**src/rtl/time_syn_frame_parser.sv**
```systemverilog
// Time-sync frame decoder on the MAC RX AXI-Stream: validates and classifies frames,
// presents TS / RET / STD time values with a one-cycle pulse at a fixed latency of 2.
module time_syn_frame_parser #(
    parameter logic [15:0] P_MAGIC     = 16'h5453,
    parameter int          P_FRAME_LEN = 8,
    parameter logic [7:0]  P_TYPE_TS   = 8'h01,
    parameter logic [7:0]  P_TYPE_RET  = 8'h02,
    parameter logic [7:0]  P_TYPE_STD  = 8'h03,
    parameter int          P_ERR_W     = 16
) (
    input  logic               i_clk,
    input  logic               i_rst_n,
    input  logic               i_rx_axis_tvalid,
    input  logic [63:0]        i_rx_axis_tdata,
    input  logic               i_rx_axis_tlast,
    input  logic [7:0]         i_rx_axis_tkeep,
    input  logic               i_rx_axis_tuser,
    output logic [63:0]        o_recv_time_stamp,
    output logic               o_recv_ts_valid,
    output logic [63:0]        o_recv_return_ts,
    output logic               o_recv_return_valid,
    output logic [63:0]        o_recv_std_time,
    output logic               o_recv_std_valid,
    output logic               o_frame_err,
    output logic [P_ERR_W-1:0] o_frame_err_cnt
);

    localparam logic [7:0] LAST_CNT = 8'(P_FRAME_LEN - 1);

    typedef enum logic [1:0] {S_HDR, S_BODY, S_DROP} state_t;

    function automatic logic type_known(input logic [7:0] t);
        return (t == P_TYPE_TS) || (t == P_TYPE_RET) || (t == P_TYPE_STD);
    endfunction

    function automatic logic [P_ERR_W-1:0] sat_inc(input logic [P_ERR_W-1:0] v);
        return (&v) ? v : v + 1'b1;
    endfunction

    logic        vld_p1;
    logic [63:0] data_p1;
    logic        last_p1;
    logic [7:0]  keep_p1;
    logic        user_p1;

    state_t      state, state_n;
    logic [7:0]  cnt, cnt_n;
    logic [7:0]  type_r, type_n;
    logic [63:0] cand, cand_n;
    logic        bad, bad_n;
    logic        resync, resync_n;
    logic        commit, err_det, bad_cur;

    // Stage 1: register every rx input
    always_ff @(posedge i_clk or negedge i_rst_n) begin
        if (!i_rst_n) begin
            vld_p1  <= 1'b0;
            data_p1 <= '0;
            last_p1 <= 1'b0;
            keep_p1 <= '0;
            user_p1 <= 1'b0;
        end else begin
            vld_p1  <= i_rx_axis_tvalid;
            data_p1 <= i_rx_axis_tdata;
            last_p1 <= i_rx_axis_tlast;
            keep_p1 <= i_rx_axis_tkeep;
            user_p1 <= i_rx_axis_tuser;
        end
    end

    always_ff @(posedge i_clk or negedge i_rst_n) begin
        if (!i_rst_n) begin
            state  <= S_HDR;
            cnt    <= '0;
            type_r <= '0;
            cand   <= '0;
            bad    <= 1'b0;
            resync <= 1'b1;
        end else begin
            state  <= state_n;
            cnt    <= cnt_n;
            type_r <= type_n;
            cand   <= cand_n;
            bad    <= bad_n;
            resync <= resync_n;
        end
    end

    // After reset the tail of an interrupted frame is dropped silently until a tlast or a good header
    always_comb begin
        state_n  = state;
        cnt_n    = cnt;
        type_n   = type_r;
        cand_n   = cand;
        bad_n    = bad;
        resync_n = resync;
        commit   = 1'b0;
        err_det  = 1'b0;
        bad_cur  = bad | (keep_p1 != 8'hFF);
        if (vld_p1) begin
            case (state)
                S_HDR: begin
                    if (last_p1) begin
                        err_det  = 1'b1;
                        resync_n = 1'b0;
                    end else if (data_p1[63:48] == P_MAGIC && type_known(data_p1[47:40]) &&
                                 keep_p1 == 8'hFF) begin
                        type_n   = data_p1[47:40];
                        cnt_n    = 8'd1;
                        bad_n    = 1'b0;
                        resync_n = 1'b0;
                        state_n  = S_BODY;
                    end else begin
                        state_n = S_DROP;
                    end
                end
                S_BODY: begin
                    if (cnt == 8'd1) cand_n = data_p1;
                    bad_n = bad_cur;
                    if (last_p1) begin
                        state_n = S_HDR;
                        if (cnt == LAST_CNT && !bad_cur && !user_p1) commit  = 1'b1;
                        else                                          err_det = 1'b1;
                    end else if (cnt == LAST_CNT) begin
                        state_n = S_DROP;
                    end else begin
                        cnt_n = cnt + 8'd1;
                    end
                end
                S_DROP: begin
                    if (last_p1) begin
                        err_det  = 1'b1;
                        resync_n = 1'b0;
                        state_n  = S_HDR;
                    end
                end
                default: state_n = S_HDR;
            endcase
        end
    end

    // Stage 2: commit to the typed output register, pulse outputs
    always_ff @(posedge i_clk or negedge i_rst_n) begin
        if (!i_rst_n) begin
            o_recv_time_stamp   <= '0;
            o_recv_ts_valid     <= 1'b0;
            o_recv_return_ts    <= '0;
            o_recv_return_valid <= 1'b0;
            o_recv_std_time     <= '0;
            o_recv_std_valid    <= 1'b0;
            o_frame_err         <= 1'b0;
            o_frame_err_cnt     <= '0;
        end else begin
            o_recv_ts_valid     <= commit && (type_r == P_TYPE_TS);
            o_recv_return_valid <= commit && (type_r == P_TYPE_RET);
            o_recv_std_valid    <= commit && (type_r == P_TYPE_STD);
            o_frame_err         <= err_det && !resync;
            if (commit && type_r == P_TYPE_TS)  o_recv_time_stamp <= cand;
            if (commit && type_r == P_TYPE_RET) o_recv_return_ts  <= cand;
            if (commit && type_r == P_TYPE_STD) o_recv_std_time   <= cand;
            if (err_det && !resync) o_frame_err_cnt <= sat_inc(o_frame_err_cnt);
        end
    end

endmodule

```
**config.mk**
```make
export PLATFORM = sky130hd
export DESIGN_NAME = time_syn_frame_parser
export DESIGN_NICKNAME = d
export VERILOG_FILES = /design/src/rtl/time_syn_frame_parser.sv
export SDC_FILE = /design/constraint.sdc
export NUM_CORES = 1
export LEC_CHECK = 0
export ABC_AREA = 1
export ABC_CLOCK_PERIOD_IN_PS = 2400
export CORE_AREA = 3 3 226 228
export DETAILED_ROUTE_END_ITERATION = 10
export DIE_AREA = 0 0 229 231
export PLACE_DENSITY = 0.6
export SETUP_SLACK_MARGIN = 0.5
export SLEW_MARGIN = 15
export SYNTH_ARGS = -nofsm -noshare
export SYNTH_HDL_FRONTEND = slang
export SYNTH_SLANG_ARGS = --single-unit
```
**constraint.sdc**
```tcl
create_clock -name i_clk -period 2.4 [get_ports i_clk]
set_input_delay 0.48 -clock i_clk [delete_from_list [all_inputs] [get_ports i_clk]]
set_output_delay 0.48 -clock i_clk [all_outputs]
set_load 0.005 [all_outputs]
```
# == Word-level counts from Yosys, hierarchy flattened ==
# Index checks and enable logic that the tools add are counted.
# classes
add_sub_neg,2
eq_ne,20
mux,26
bitwise,3
reduce_logical,25
# op_table
cell,count
"8-bit by 2-bit equality test with 1-bit output, second input constant",4
8-bit 2-to-1 mux,4
"8-bit by 1-bit equality test with 1-bit output, second input constant",3
"16-bit by 1-bit adder with 16-bit output, second input constant",1
"16-bit by 15-bit equality test with 1-bit output, second input constant",1
8-bit one-hot mux with 2 select lines,1
16-bit AND reduction,1
4-bit AND reduction,4
1-bit 2-to-1 mux,12
2-bit 2-to-1 mux,5
"2-bit != test, second input constant",5
"8-bit by 1-bit adder with 8-bit output, second input constant",1
"8-bit by 3-bit equality test with 1-bit output, second input constant",1
"8-bit equality test, second input constant",1
1-bit logical AND,8
"8-bit != test, second input constant",1
"3-bit != test, second input constant",2
1-bit one-hot mux with 2 select lines,3
2-bit one-hot mux with 3 select lines,1
6-bit AND reduction,1
2-bit nonzero test,2
1-bit logical NOT,3
3-bit AND reduction,1
"2-bit by 1-bit equality test with 1-bit output, second input constant",1
7 further kinds,9
# totals
register_bits,371
input_bits,77
output_inout_bits,212
elab_cells,95

# == Longest topological paths before layout ==
# Gate-level depths: netlist of the first run.
# logic_depth
ltp_word,11
depth_mapped,11

# == Worst setup path before layout of the first run ==
# OpenSTA, ideal clock, no wires.
# synth_path
path_type,reg2reg
from,register o_frame_err_cnt[0]
to,register o_frame_err_cnt[10]
arrival_ps,1640
t_required_ps,2283
slack_ps,643
path_stages_with_launch,10
synth_period_minus_slack_ps,1757
path_cell_list,dfrtp_1 ha_1 nand3_2 nor2_2 nand3b_1 nand2b_1 buf_2 buf_2 nand4_1 nand2_1
# synth_via
elab_chain_len,3
# synth_rtl
item,line_no,source
start: declaration,25,output logic [P_ERR_W-1:0] o_frame_err_cnt
start signal: assignment,161,if (err_det && !resync) o_frame_err_cnt <= sat_inc(o_frame_err_cnt);
"parallel branches: the longest is 3 deep, another holds 16-bit by 1-bit adder with 16-bit output",--,
# Parallel ways; which one is timed is not known.
# A chain may end at the register's enable or synchronous reset.

# == Final worst setup path of the first run ==
# layout_path
from,register cnt[0]
to,register o_recv_std_time[29]
# layout_via
elab_chain_len,8
# layout_rtl
item,line_no,source
start: declaration,47,"logic [7:0] cnt, cnt_n;"
start signal: assignment,81,cnt <= cnt_n;
8-bit by 3-bit equality test with 1-bit output,122,if (cnt == LAST_CNT && !bad_cur && !user_p1) commit = 1'b1;
1-bit logical AND (2 in a row),122,
1-bit 2-to-1 mux,122,
1-bit 2-to-1 mux,120,if (last_p1) begin
1-bit 2-to-1 mux,101,case (state)
1-bit 2-to-1 mux,100,if (vld_p1) begin
1-bit logical AND,160,if (commit && type_r == P_TYPE_STD) o_recv_std_time <= cand;
end signal: assignment,160,
end: declaration,22,"output logic [63:0] o_recv_std_time,"
# Every way passes these cells.

==> results.json, run 1 <==
{
  "drtAntennaViolNets": 0,
  "grt_usage_pct": 17.8,
  "via_per_inst": 4.55,
  "power_density_nw_per_um2": 652,
  "syn2layout_area_growth_pct": 46.8,
  "grt_max_degree": 65,
  "clock_latency_ns": 0.57,
  "clk_pin_slew_ns": 0.06,
  "io_buffer_count": 288,
  "yosys_warnings": 0,
  "grt_pass1_vias": 11732,
  "route.detailed.drc": 0,
  "critPathTopFamily": "simple AND/OR/NAND/NOR gates",
  "netlist_instances": 1462,
  "drt_iter0_markers": 709,
  "cts_tree": "yes",
  "syn_nets": 1542,
  "max-slew-margin-rel_pct": 59.4,
  "leakagePower_nw": 11.4,
  "synth.most_common_cell": "nand2_1",
  "dr_wl_met3_um": 2610,
  "drt-met1-wl_um": 20800,
  "ioPinCount": 289,
  "endpoint_kind": "flop",
  "ys_top_cells_by_area": "dfrtp_1, nand2_1, inv_1",
  "async_flop_share_pct": 100,
  "dr.pass1.iters": 4,
  "synth-seq-area-share_pct": 63.3,
  "core_area_um2": 49100,
  "synthTopCellsByCount": "nand2_1, dfrtp_1, inv_1",
  "cp_slowest_cell": "dfrtp_1",
  "synth_edf_count": 0,
  "cts.sinks": 371,
  "synth_top_area_share_pct": 63.2,
  "setup_viol": 0,
  "path_class": "flop to flop",
  "fmax_mhz": 494,
  "gp_congestion": 0.821,
  "routed_wirelength_um": 49200,
  "status": "finished, final reports clean",
  "dp_hpwl_um": 27200,
  "utilization_pct": 43.9,
  "finalHoldViolations": 0,
  "nFillCells": 4718,
  "cts_root_buf": "clkbuf_16",
  "fp.dieH_um": 231,
  "htree_levels": 2,
  "crit_path_max_fanout": 5,
  "worstSetupStartpointType": "flop",
  "final_max_slew_viol_count": 0,
  "yosys_register_bits": 371,
  "hold_class": "input port to flop",
  "rsz0062_at_grt": "true",
  "r2r_cells": 12,
  "initial_utilization_pct": 29.9,
  "synthFlopType": "dfrtp_1",
  "peakVddDrop_mv": 0.490,
  "layout-drive-gt1-share_pct": 21.9,
  "post-route-period-util_pct": 84.4,
  "worst_pin_slew_ns": 0.608,
  "die_w_um": 229,
  "fin_worst_skew_ns": 0.0189,
  "cts-buffers-inserted": 44,
  "wl_per_cell_um": 19.3,
  "path_buf_inv": 4,
  "critical_path.cell_chain": "ha_2 > nand3_4 > nor2_4 > nand3_2 > nor2_4 > buf_6 > nand3_4 > buf_6 > buf_8 > clkbuf_16 > nand2_2 > o21ai_2",
  "num_rows": 81,
  "die-area_um2": 52900,
  "synth_area_leader_cell": "dfrtp_1",
  "grt_pass1_wl_um": 72100,
  "via_count": 11582,
  "syn_area_um2": 14700,
  "highest_layer": "met4",
  "avgSynthCellArea_um2": 10.0,
  "wl_met2_um": 24300,
  "grt.overflow.total": 0,
  "antenna_found_initial": 2,
  "cp.depth": 12,
  "whs_path_depth": 1,
  "crit_arrival_ns": 2.47,
  "fin_setup_tns_ns": 0,
  "drv_cap": 0,
  "ys_types": 36,
  "min_period_ns": 2.03,
  "critPathRequiredTime_ns": 2.84,
  "cpPeakStageDelay_ns": 0.36,
  "finalNetCount": 1927,
  "clockBufferDepth": 3
}
cells in the final DEF (no fill, tap or decap), types with 4 or more instances in the layout:
| master | n |
|---|---|
| bufinv_16 | 4 |
| nand4_1 | 90 |
| clkdlybuf4s50_1 | 75 |
| nand2_2 | 41 |
| clkbuf_1 | 7 |
| xnor2_1 | 5 |
| nor2_1 | 45 |
| nand3_4 | 5 |
| nor3_1 | 4 |
| buf_16 | 20 |
| nor2_4 | 5 |
| clkbuf_8 | 12 |
| clkbuf_16 | 51 |
| nand2_4 | 25 |
| dfrtp_2 | 11 |
| o21ai_1 | 67 |
| dlygate4sd2_1 | 210 |
| nand3b_1 | 5 |
| xor2_1 | 5 |
| dfrtp_1 | 359 |
| buf_12 | 18 |
| buf_4 | 61 |
| nand3_1 | 16 |
| inv_1 | 232 |
| o21ai_2 | 60 |
| o21ai_0 | 19 |
| clkinv_2 | 7 |
| buf_8 | 7 |
| buf_6 | 7 |
| nand2_1 | 317 |
| mux2_2 | 53 |
metrics by stage:
stage                     total power, mW  cells  hold slack, ns  instance area, um2  setup slack (ns)
after floorplan                      6.73   1462           0.184               14700             0.643
after global placement               7.15   2373           0.460               18300             0.375
after detailed placement             7.16   2373           0.465               18300             0.342
after CTS                            14.2   2526           0.311               20700             0.332
after global routing                 14.6   2546           0.325               21500             0.274
final                                14.0   2546           0.350               21500             0.374
final cells by class:
type | count | area [um2] | area share [%]
Antenna cell | 2 | 5.00 | 0.0233
Clock buffer | 64 | 1320 | 6.12
Clock inverter | 15 | 189 | 0.878
Inverter | 236 | 891 | 4.14
Multi-Input combinational cell | 787 | 4650 | 21.6
Sequential cell | 371 | 9300 | 43.2
Tap cell | 664 | 831 | 3.86
Timing Repair Buffer | 407 | 4330 | 20.1
sequential cells by signal, indices dropped and copies added (netlist names):
register,count
cand,64
o_frame_err,1
o_recv_return_valid,1
o_recv_return_ts,64
bad,1
state,2
last_p1,1
o_frame_err_cnt,16
type_r,8
data_p1,64
resync,1
o_recv_ts_valid,1
o_recv_std_valid,1
keep_p1,8
o_recv_time_stamp,64
user_p1,1
vld_p1,1
cnt,8
o_recv_std_time,64
per-layer routing:
metal / vias to the layer above / global-route usage [%]
li1: 5419 / -
met1: 5737 / 22.5
met2: 345 / 30.4
met3: 81 / 3.74
met4: 0 / 6.43
met5: - / 0
cells by family after synthesis:
| logic type | Yosys count | share of synthesized area [%] |
|---|---|---|
| xor+xnor | 10 | 0.597 |
| compound gates | 153 | 5.42 |
| buf+inv | 305 | 9.29 |
| flops | 371 | 63.3 |
| mux | 55 | 4.22 |
| fa+ha+maj | 3 | 0.256 |
| simple gates | 565 | 16.9 |
what timing repair did:
action	4_1_cts	5_1_grt
hold buffers	1	0
pin swaps	8	11
setup buffers	56	10
resized for setup	281	163
setup endpoints to repair	469	215
endpoints found under the hold margin	50	0
gates cloned	17	8
where the power goes:
group | internal, mW | total (mW) | switching (mW)
Clock | 4.23 | 6.87 | 2.64
Combinational | 0.335 | 0.717 | 0.382
Sequential | 6.37 | 6.44 | 0.0658
path summary, 6_finish.rpt:
check / slack [ns] / endpoint / from
hold / removal: 0.35 / data_p1[36]$_DFF_PN0_ / i_rx_axis_tdata[36]
max in group asynchronous: 1.11 / o_frame_err_cnt[6]$_DFFE_PN0P_ / i_rst_n
setup / recovery: 0.37 / o_recv_std_time[29]$_DFFE_PN0P_ / cnt[0]$_DFFE_PN0P_
setup reg to reg: 0.37 / o_recv_std_time[29]$_DFFE_PN0P_ / cnt[0]$_DFFE_PN0P_
min in group asynchronous: 0.45 / o_frame_err_cnt[0]$_DFFE_PN0P_ / i_rst_n
hold reg to reg: 0.47 / o_recv_std_time[51]$_DFFE_PN0P_ / o_recv_std_time[51]$_DFFE_PN0P_
No activity file was read; power rests on OpenSTA's default activity.
==> run 2: changes to the inputs <==
- ABC_CLOCK_PERIOD_IN_PS: 2400 -> 1700
- PLACE_DENSITY: 0.6 -> 0.62
- clock period: 2.4 -> 1.7 ns (I/O delays scaled with it)
==> run 2 against run 1 <==
Net effect: the flow now finishes with violations (negative setup slack); global-route usage is 2.1 points lower; maximum frequency is 8.8% higher; critical path type unchanged; core utilization is 1.7 points lower; wire length is 7.3% lower; die area stayed put.
==> results.json, run 2 (same netlist as run 1, synthesis figures left out) <==
{
  "timing.hold.ws_ns": 0.219,
  "cts.sinks": 371,
  "power_density_nw_per_um2": 911,
  "worstSetupStartpointType": "flop",
  "drt_iter0_markers": 810,
  "fmax_mhz": 537,
  "critical_path.cell_chain": "buf_4 > inv_1 > ha_1 > nand2_1 > nor3_1 > buf_4 > nand4_4 > buf_12 > mux2_1",
  "finalHoldViolations": 0,
  "syn2layout_area_growth_pct": 41.2,
  "rr_startpoint": "cnt[1]$_DFFE_PN0P_",
  "initial_utilization_pct": 29.9,
  "grt.overflow.total": 0,
  "clockBufferDepth": 3,
  "grt_pass1_vias": 11606,
  "wl_per_cell_um": 17.6,
  "antenna_found_initial": 1,
  "route.detailed.drc": 0,
  "finalNetCount": 1980,
  "placed_cells": 2411,
  "clk_pin_slew_ns": 0.06,
  "crit_arrival_ns": 2.29,
  "gp_congestion": 0.830,
  "ioPinCount": 289,
  "hold_start": "i_rx_axis_tdata[5]",
  "drtAntennaViolNets": 0,
  "whs_endpoint": "data_p1[5]$_DFF_PN0_",
  "final_common_cell": "dfrtp_1",
  "core_area_um2": 49100,
  "min_period_ns": 1.86,
  "cp_common_cell": "buf_4",
  "hold_class": "input port to flop",
  "nFillCells": 4772,
  "whs_path_depth": 1,
  "cpPeakStageDelay_ns": 0.40,
  "final_max_slew_viol_count": 0,
  "critPathRequiredTime_ns": 2.13,
  "r2r_cells": 9,
  "num_rows": 81,
  "rsz0062_at_grt": "true",
  "fin_worst_skew_ns": 0.0166,
  "via_per_inst": 4.49,
  "dp_hpwl_um": 29000,
  "die-area_um2": 52900,
  "grt_max_degree": 83,
  "failed_checks": "negative setup slack",
  "layout-drive-gt1-share_pct": 31.2,
  "routed_wirelength_um": 45600,
  "grt_pass1_wl_um": 65800,
  "cts-buffers-inserted": 41,
  "path_class": "flop to flop",
  "r2r_slack_ns": -0.16,
  "dr.pass1.iters": 5,
  "cp_slowest_cell": "dfrtp_1",
  "crit_path_max_fanout": 37,
  "post-route-period-util_pct": 110,
  "clock_latency_ns": 0.56,
  "cts_tree": "yes",
  "worst_pin_slew_ns": 0.449,
  "cts_root_buf": "clkbuf_16",
  "fp.dieH_um": 231,
  "via_count": 11651,
  "max-slew-margin-rel_pct": 70.0,
  "die_w_um": 229,
  "timing.final.ws_setup_ns": -0.162,
  "status": "complete, but fails checks",
  "fin_cells": 2592,
  "mostFrequentLayoutCells": "dfrtp_1, nand2_1, inv_1",
  "leakagePower_nw": 10.8,
  "grt_usage_pct": 15.7,
  "drv_cap": 0,
  "peakVddDrop_mv": 0.550,
  "worst_r2r_endpoint": "cand[62]$_DFFE_PN0P_",
  "io_buffer_count": 288,
  "setup_viol": 240,
  "htree_levels": 2,
  "endpoint_kind": "flop"
}
-- run 2: cell type report --
| class | instances | area (um2) | share of cell area, % |
|---|---|---|---|
| diodes | 1 | 2.50 | 0.0121 |
| clock buffers | 59 | 1220 | 5.88 |
| inverters | 236 | 886 | 4.28 |
| well taps | 664 | 831 | 4.01 |
| repair buffers | 462 | 3990 | 19.3 |
| flip-flops and latches | 371 | 9300 | 44.9 |
| clock inverters | 11 | 67.6 | 0.326 |
| multi-input cells | 788 | 4410 | 21.3 |
-- run 2: worst max path at each step --
stage | to | slack [ns] | from
2_1_floorplan | o_recv_return_ts[10]$_DFFE_PN0P_ | 0.07 | cnt[0]$_DFFE_PN0P_
3_3_place_gp | o_recv_time_stamp[56]$_DFFE_PN0P_ | -0.04 | cnt[1]$_DFFE_PN0P_
3_5_place_dp | o_recv_std_time[22]$_DFFE_PN0P_ | -0.1 | cnt[1]$_DFFE_PN0P_
4_1_cts | o_recv_time_stamp[27]$_DFFE_PN0P_ | -0.08 | cnt[1]$_DFFE_PN0P_
6_report | cand[62]$_DFFE_PN0P_ | -0.16 | cnt[1]$_DFFE_PN0P_
5_1_grt | cand[62]$_DFFE_PN0P_ | -0.25 | cnt[1]$_DFFE_PN0P_
-- run 2: per-stage QoR --
step / area, um2 / TNS (ns) / power (mW) / setup slack [ns] / utilization [%]
final: 20700 / -19.00 / 18.9 / -0.162 / 42.2
after detailed placement: 18800 / -8.08 / 10.2 / -0.0984 / 38.4
after floorplan: 14800 / 0 / 9.54 / 0.0677 / -
after CTS: 19900 / -4.35 / 19.0 / -0.0760 / 40.5
after global routing: 20700 / -48.79 / 19.6 / -0.254 / 42.2
after global placement: 18800 / -1.22 / 10.2 / -0.0398 / 38.4
-- run 2: power by group --
part	total, mW	internal [mW]	leakage (nW)	switching [mW]
clock network	8.54	4.96	0.633	3.58
logic	1.23	0.586	5.22	0.649
registers	9.08	9.00	4.98	0.0876
total	18.9	14.5	10.8	4.31
-- run 2: worst max-delay path, delay by kind of cell (launching register included) --
kind                     cells  cell delay, ns
adder cells (fa/ha/maj)      1            0.15
multiplexers                 1            0.33
flip-flops                   1            0.40
AND/OR/NAND/NOR              3            0.29
buffers and inverters        4            0.55
-- run 2: what timing repair did --
action                                 CTS  global route
gates cloned                             0            18
hold buffers                             1             0
endpoints found under the hold margin  125             0
pin swaps                                2            10
resized for setup                      874            96
setup endpoints to repair              508           508
setup buffers                           77            14
-- run 2: per-layer routing --
metal	wire length (um)	GRT usage, %	up-vias
met4	1010	5.02	0
met2	22000	26.1	359
met1	19600	20.4	5738
li1	-	-	5491
met3	2960	3.71	63
met5	0	0	-
==> run 3: changes to the inputs <==
- CTS_CLUSTER_SIZE: not set -> 16
==> run 3 against run 2 <==
Net effect: the flow still finishes with violations (negative setup slack); via count is 0.38% lower; die area unchanged; combinational power is 3% lower; clock power barely moved; clock skew about the same; total power hardly changed; non-clock buffer count down 8; maximum frequency is 2.1% higher; design area down 0.54%; largest cell class unchanged.
==> results.json, run 3 (same netlist as run 1, synthesis figures left out) <==
{
  "status": "complete, but fails checks",
  "failed_checks": "negative setup slack",
  "placed_cell_area_um2": 18800,
  "gp_congestion": 0.830,
  "post-route-period-util_pct": 107,
  "startpoint": "cnt[1]$_DFFE_PN0P_",
  "cts.sinks": 371,
  "grt_pass1_vias": 11534,
  "crit_path_max_fanout": 13,
  "fin_worst_skew_ns": 0.0161,
  "finalHoldViolations": 0,
  "min_period_ns": 1.82,
  "power_density_nw_per_um2": 916,
  "drv_cap": 0,
  "whs_path_depth": 1,
  "syn2layout_area_growth_pct": 40.4,
  "grt_pass1_wl_um": 65500,
  "endpoint_kind": "flop",
  "cp_slowest_cell": "dfrtp_1",
  "via_count": 11607,
  "dr.pass1.iters": 4,
  "via_per_inst": 4.49,
  "fp.dieH_um": 231,
  "worstSetupStartpointType": "flop",
  "r2r_cells": 10,
  "rr_startpoint": "cnt[1]$_DFFE_PN0P_",
  "dp_hpwl_um": 29000,
  "grt_max_degree": 83,
  "wl_per_cell_um": 17.5,
  "leakagePower_nw": 10.7,
  "clockBufferDepth": 3,
  "num_rows": 81,
  "max-slew-margin-rel_pct": 71.1,
  "fmax_mhz": 548,
  "antenna_found_initial": 1,
  "hold_start": "i_rx_axis_tdata[5]",
  "crit_arrival_ns": 2.25,
  "timing.final.ws_setup_ns": -0.125,
  "drt_iter0_markers": 815,
  "grt.overflow.total": 0,
  "critPathRequiredTime_ns": 2.13,
  "routed_wirelength_um": 45300,
  "peakVddDrop_mv": 0.553,
  "utilization_pct": 42.0,
  "clk_pin_slew_ns": 0.07,
  "htree_levels": 2,
  "path_class": "flop to flop",
  "critical_path.cell_chain": "ha_2 > nand3_4 > nor2_4 > nand3_2 > nor2_4 > nand3_4 > buf_12 > clkbuf_16 > nand2_2 > o21ai_2",
  "die-area_um2": 52900,
  "cpPeakStageDelay_ns": 0.38,
  "layout-drive-gt1-share_pct": 29.4,
  "fin_area_um2": 20600,
  "finalNetCount": 1972,
  "drtAntennaViolNets": 0,
  "cts_tree": "yes",
  "route.detailed.drc": 0,
  "core_area_um2": 49100,
  "setup_viol": 267,
  "hold_class": "input port to flop",
  "cts_root_buf": "clkbuf_16",
  "cts-buffers-inserted": 41,
  "worst_pin_slew_ns": 0.434,
  "die_w_um": 229,
  "ioPinCount": 289,
  "io_buffer_count": 288,
  "clock_latency_ns": 0.55,
  "initial_utilization_pct": 29.9,
  "rsz0062_at_grt": "true",
  "grt_usage_pct": 15.7,
  "final_max_slew_viol_count": 0,
  "final_common_cell": "dfrtp_1",
  "mostFrequentLayoutCells": "dfrtp_1, nand2_1, inv_1"
}
==> run 3: cell count changes in the layout (fill, tap and decap cells not counted), moves of 3 or more <==
cell / delta
nand2_1: +8
o21ai_1: +4
clkdlybuf4s50_1: +11
buf_4: -10
nand2_4: -13
nor2_1: +3
buf_2: -12
nand2_2: +4
o21ai_2: -4
==> run 3: where the power goes <==
group,switching (mW),total [mW],internal (mW)
sequential,0.0880,9.08,9.00
combinational,0.604,1.19,0.586
clock,3.56,8.57,5.01
total,4.26,18.8,14.6
==> run 3: final timing paths <==
| path | end | slack, ns |
|---|---|---|
| max | o_recv_std_time[22]$_DFFE_PN0P_ | -0.12 |
| min | data_p1[5]$_DFF_PN0_ | 0.22 |
| max reg2reg | o_recv_std_time[22]$_DFFE_PN0P_ | -0.12 |
| min reg2reg | cand[14]$_DFFE_PN0P_ | 0.48 |
| max in group asynchronous | o_recv_return_ts[8]$_DFFE_PN0P_ | 0.73 |
| min in group asynchronous | data_p1[31]$_DFF_PN0_ | 0.25 |
==> run 3: through the flow <==
step / instances / hold WS (ns) / total power, mW / TNS [ns] / setup WS [ns]
2_1_floorplan: 1462 / 0.0444 / 9.54 / 0 / 0.0677
3_3_place_gp: 2411 / 0.233 / 10.2 / -1.22 / -0.0398
3_5_place_dp: 2411 / 0.231 / 10.2 / -8.08 / -0.0984
4_1_cts: 2552 / 0.182 / 19.0 / -6.65 / -0.0949
5_1_grt: 2585 / 0.188 / 19.6 / -48.57 / -0.257
6_report: 2585 / 0.218 / 18.8 / -17.70 / -0.125
==> run 3: area by class of cell <==
| cell class | count | area [um2] |
|---|---|---|
| diodes | 1 | 2.50 |
| well taps | 664 | 831 |
| multi-input cells | 788 | 4300 |
| fillers | 4786 | 28500 |
| flip-flops and latches | 371 | 9300 |
| inverters | 236 | 886 |
| clock inverters | 10 | 62.6 |
| repair buffers | 454 | 3980 |
| clock buffers | 61 | 1230 |
==> run 3: timing repair <==
action / in CTS / in global routing
buffers inserted: 69 / 15
endpoints found under the setup margin: 508 / 508
pin swaps: 1 / 7
endpoints found under the hold margin: 125 / 0
resized for setup: 820 / 66
hold buffers: 1 / 0
gates cloned: 0 / 17
==> run 3: critical path: cells and delay by family, from the launching register on <==
kind                       cells  cell delay [ns]
DFF                            1             0.38
AOI/OAI and AO/OA              1             0.05
and+or+nand+nor                6             0.68
buffers and inverters          2             0.36
adders and majority gates      1             0.23
==> run 3: routing by layer <==
metal | wire length, um | global-route usage (%)
met1 | 19700 | 20.6
met2 | 21800 | 26.0
met3 | 2600 | 3.57
met4 | 1190 | 4.65
met5 | 0 | 0
